==> config.mk <==
export PLATFORM = sky130hd
export DESIGN_NAME = sram_port_ctrl
export DESIGN_NICKNAME = d
export VERILOG_FILES = /design/src/rtl/sram_port_ctrl.sv
export SDC_FILE = /design/constraint.sdc
export NUM_CORES = 1
export LEC_CHECK = 0
export CAP_MARGIN = 20
export CORE_AREA = 2 2 159 161
export CTS_BUF_LIST = sky130_fd_sc_hd__clkbuf_4
export DETAILED_ROUTE_END_ITERATION = 12
export DIE_AREA = 0 0 161 163
export PLACE_DENSITY_LB_ADDON = 0.3
export SYNTH_ARGS = -nofsm -noshare
export SYNTH_HDL_FRONTEND = slang
export SYNTH_SLANG_ARGS = --single-unit
==> constraint.sdc <==
create_clock -name clk -period 2.8 [get_ports clk]
set_input_delay 0.7 -clock clk [delete_from_list [all_inputs] [get_ports clk]]
set_output_delay 0.7 -clock clk [all_outputs]
set_load 0.02 [all_outputs]
==> src/rtl/sram_port_ctrl.sv <==
// rtl/sram_port_ctrl.sv - single-port SRAM request/response controller with 2-entry credit-managed response FIFO
// Optional performance counters (rd_cnt_o / wr_cnt_o) are built when SRAM_PORT_CTRL_PERF_EN is defined.
module sram_port_ctrl #(
  parameter int BITS       = 64,
  parameter int WORD_DEPTH = 512,
  parameter int ADDR_WIDTH = 9
) (
  input  logic                  clk,
  input  logic                  rst_n,
  input  logic                  req_v_i,
  output logic                  req_ready_o,
  input  logic                  req_we_i,
  input  logic [ADDR_WIDTH-1:0] req_addr_i,
  input  logic [BITS-1:0]       req_data_i,
  input  logic [BITS-1:0]       req_mask_i,
  output logic                  resp_v_o,
  output logic [BITS-1:0]       resp_data_o,
  input  logic                  resp_ready_i,
  output logic                  ram_ce_o,
  output logic                  ram_we_o,
  output logic [ADDR_WIDTH-1:0] ram_addr_o,
  output logic [BITS-1:0]       ram_wd_o,
  output logic [BITS-1:0]       ram_mask_o,
  input  logic [BITS-1:0]       ram_rd_i,
  output logic                  busy_o
`ifdef SRAM_PORT_CTRL_PERF_EN
  ,
  output logic [31:0]           rd_cnt_o,
  output logic [31:0]           wr_cnt_o
`endif
);

  if (WORD_DEPTH < 1 || WORD_DEPTH > (1 << ADDR_WIDTH)) begin : g_bad_depth
    $error("sram_port_ctrl: WORD_DEPTH does not fit in ADDR_WIDTH address bits");
  end

  logic            acc;
  logic            pop;
  logic            push;
  logic            rd_pend;
  logic [1:0]      cnt;
  logic            wr_ptr;
  logic            rd_ptr;
  logic [2:0]      credit;
  logic [BITS-1:0] fifo_mem [2];

  assign acc  = req_v_i & req_ready_o;
  assign pop  = resp_v_o & resp_ready_i;
  assign push = rd_pend;

  // A read is only accepted when a FIFO slot is guaranteed for its data,
  // counting the read already in flight and the slot freed by this cycle's pop.
  assign credit      = {1'b0, cnt} + {2'b00, rd_pend} - {2'b00, pop};
  assign req_ready_o = rst_n & (credit < 3'd2);

  assign ram_ce_o   = acc;
  assign ram_we_o   = req_we_i;
  assign ram_addr_o = req_addr_i;
  assign ram_wd_o   = req_data_i;
  assign ram_mask_o = req_mask_i;

  assign resp_v_o    = (cnt != 2'd0);
  assign resp_data_o = fifo_mem[rd_ptr];
  assign busy_o      = rd_pend | (cnt != 2'd0);

  always_ff @(posedge clk or negedge rst_n) begin
    if (!rst_n) begin
      rd_pend     <= 1'b0;
      cnt         <= 2'd0;
      wr_ptr      <= 1'b0;
      rd_ptr      <= 1'b0;
      fifo_mem[0] <= '0;
      fifo_mem[1] <= '0;
    end else begin
      rd_pend <= acc & ~req_we_i;
      if (push) begin
        fifo_mem[wr_ptr] <= ram_rd_i;
        wr_ptr           <= ~wr_ptr;
      end
      if (pop) begin
        rd_ptr <= ~rd_ptr;
      end
      case ({push, pop})
        2'b10:   cnt <= cnt + 2'd1;
        2'b01:   cnt <= cnt - 2'd1;
        default: cnt <= cnt;
      endcase
    end
  end

`ifdef SRAM_PORT_CTRL_PERF_EN
  always_ff @(posedge clk or negedge rst_n) begin
    if (!rst_n) begin
      rd_cnt_o <= 32'd0;
      wr_cnt_o <= 32'd0;
    end else if (acc) begin
      if (req_we_i) begin
        wr_cnt_o <= wr_cnt_o + 32'd1;
      end else begin
        rd_cnt_o <= rd_cnt_o + 32'd1;
      end
    end
  end
`endif

endmodule
==> key figures <==
Placement
  – DPL Wire Length: 9.66 mm
  – Placed Cells incl. Taps: 826
  – Gpl congestion: 0.697
  – Pre-CTS WS: -1.03 ns
  – Buffers added on ports: 137

Power
  – Net Sw Frac: 35.8%
  – Part of the power in registers: 36.2%
  – P_leak: 3.55 nW
  – Power Total: 9.31 mW
  – P_sw: 3.33 mW
  – Clock share of power: 14.7%
  – Max VDD drop: 0.000446 V
  – Internal power: 5.98 mW
  – Pwr Density: 1150 mW/mm2
  – Gate power share: 49.0%

Critical path
  – CP max stage delay: 0.36 ns
  – CP bufs+invs: 2
  – Top cell family by delay on the critical path: simple AND/OR/NAND/NOR gates
  – Crit path depth: 9
  – Worst setup SP type: input pin
  – R2R setup slack: 1.01 ns
  – Crit path arrival time: 2.25 ns
  – Type of the worst setup path: in2out
  – Most used cell, CP: nand2_1
  – Reg-to-reg endpoint: push
  – Largest fanout on the critical path: 5
  – Reg-to-reg startpoint: cnt[0]
  – Worst-path cell chain: clkdlybuf4s15_2, nand2_1, mux2i_2, nand2_1, fa_2, xnor2_2, and3_4, and2_4, buf_6
  – Critical Path End Type: output port
  – Number of cells on the worst reg-to-reg path: 7
  – Critical Path RT: 2.10 ns
  – Slowest CP cell: fa_2

Run status
  – Violated checks: negative setup slack
  – Status: finished, violations left

Yosys
  – Simple-Gate Fraction of Synth Area: 1.31%
  – Ranking of synthesized cells by area: dfrtp_1, mux2_2, buf_4
  – Compound-Gate Fraction of Synth Area: 0.139%
  – Ys flop type: dfrtp_1
  – Syn nets: 714
  – EDFF count, synth: 0
  – Seq/Total Area, Yosys: 46.4%
  – Top-area cell type share of the netlist area: 46.4%
  – Ys Warns: 0
  – Flops & latches, synth: 133
  – Async set-reset flop share out of synthesis: 100%
  – Synth Area in XOR/XNOR: 0.488%
  – Distinct cells, synth: 26
  – Syn Std Cell Area: 0.00718 mm2
  – Adder-cell share of the synthesized area: 0.279%
  – Cells after Synth: 507
  – Syn Area/Cell: 14.2 um2
  – Largest family of logic cells by synthesized area: multiplexers
  – Mux contribution to synthesized area: 33.4%
  – Yosys top cell by area: dfrtp_1

GRT
  – Global Route Usage Sum: 11.6%
  – Global-route wire length before repair: 23.7 mm
  – Overflow after GRT: 0
  – Initial antenna violation count: 1
  – Vias in the first global route: 4429
  – Largest net degree at the start of global routing: 70

Timing
  – Max frequency: 339 MHz
  – Final setup margin: -0.148 ns
  – Endpoints failing setup: 2
  – Final hold viol count: 0
  – RSZ-0062 raised after global routing: true
  – Max Slew Vio Count: 0
  – WHS: 0.318 ns
  – Setup TNS Final: -0.278 ns
  – Clock skew: 0.0257 ns
  – Minimum clock period after layout: 2.95 ns
  – Slew @ Worst Pin: 0.891 ns
  – Relative slew slack: 40.6%
  – Tcrit/Tclk final: 105%

Cells and area
  – Share of cells above drive strength 1: 49.4%
  – Nets: 730
  – Commonest non-fill, non-tap cell in the layout: dfrtp_1
  – Commonest non-fill, non-tap cells in the layout: dfrtp_1, mux2_2, clkdlybuf4s50_1, mux2_4, dlygate4sd2_1
  – FILL cells: 2489
  – Finished Layout Cells: 867
  – P&R area growth vs syn: 12.6%

Die
  – Ports: 412
  – Die area: 0.0262 mm2
  – Initial Util: 29.1%
  – Die height: 163 um
  – Die width: 161 um
  – # rows: 58
  – Core Region: 0.0247 mm2

Drt
  – Antenna Nets Post-Route: 0
  – Routed vias: 3807
  – Wirelength, routed: 14.9 mm
  – DRT iter0 DRCs: 74
  – DRT Pass-1 Iters: 4
  – Vias per inst: 4.39
  – WL/cell: 17.2 um
  – Drt drc: 0

Min path
  – Min-delay worst type: in2async

CTS
  – Cts-stage hold buffer count: 0
  – Clk_lat worst skew: 0.53 ns
  – Num CTS Buffers: 17
  – Clk sinks: 133
  – H-Tree Depth: 4
  – Clock transition at the registers of the reported paths: 0.13 ns
  – CTS root buffer: clkbuf_4
  – Clk buf depth: 2
  – CTS tree: done

Run
  – Max Cap Viol: 0
metrics by stage:
step | cell area [um2] | utilization, %
2_1_floorplan | 7180 | -
3_3_place_gp | 7790 | 31.6
3_5_place_dp | 7790 | 31.6
4_1_cts | 8030 | 32.6
5_1_grt | 8080 | 32.8
6_report | 8080 | 32.8
how the worst max path moves through the flow:
| stage | slack (ns) | start | to |
|---|---|---|---|
| 2_1_floorplan | 0.009 | resp_ready_i | ram_ce_o |
| 6_report | -0.15 | resp_ready_i | ram_ce_o |
| 5_1_grt | -0.32 | cnt[0] | ram_ce_o |
| 3_3_place_gp | -0.99 | resp_ready_i | ram_ce_o |
| 4_1_cts | -0.17 | cnt[0] | ram_ce_o |
| 3_5_place_dp | -1.03 | resp_ready_i | ram_ce_o |
metal layers:
metal	global-route usage [%]	vias to the layer above	share of wire, %
li1	-	1618	-
met5	0	-	0
met3	4.58	84	6.9
met1	12.7	1950	39
met2	19.7	155	51
met4	5.60	0	3.1
flip-flops by register name (all words and copies together), names as in the netlist:
signal    flops
cnt           2
fifo_mem    128
push          1
rd_ptr        1
wr_ptr        1
cells in the mapped netlist (all sizes together) (2+ instances only):
cell type  instances
dfrtp            133
buf              159
xnor2              2
xor2               2
a21oi              2
mux2             192
nand2              4
repair_timing:
item / in CTS / in global routing
gates resized for setup: 131 / 5
gates cloned: 1 / 1
buffers inserted: 5 / 1
setup endpoints to repair: 67 / 6
logic make-up after synthesis:
family                   after synthesis
multiplexers                         193
flip-flops                           133
buffers and inverters                160
XOR/XNOR                               4
AND/OR/NAND/NOR                       14
adder cells (fa/ha/maj)                1
AO/OA/AOI/OAI                          2
power groups by stage:
stage          Clock (mW)  Sequential (mW)  Combinational (mW)
6_report             1.37             3.37                4.56
3_3_place_gp            0             3.32                5.01
2_1_floorplan           0             3.22                3.49
3_5_place_dp            0             3.40                5.08
4_1_cts              1.46             3.37                4.61
5_1_grt              1.54             3.51                4.88
area by class of cell:
type                       instances  area (um2)  share of cell area (%)
antenna                            1        2.50                  0.0310
clock buffer                      18         135                    1.67
clock inverter                    14         161                    2.00
inverter                           1        3.75                  0.0464
multi-input combinational        214        2580                    31.9
sequential                       133        3330                    41.2
tap                              330         413                    5.11
timing repair buffer             156        1460                    18.1
Power figures use the tool's default switching activity.
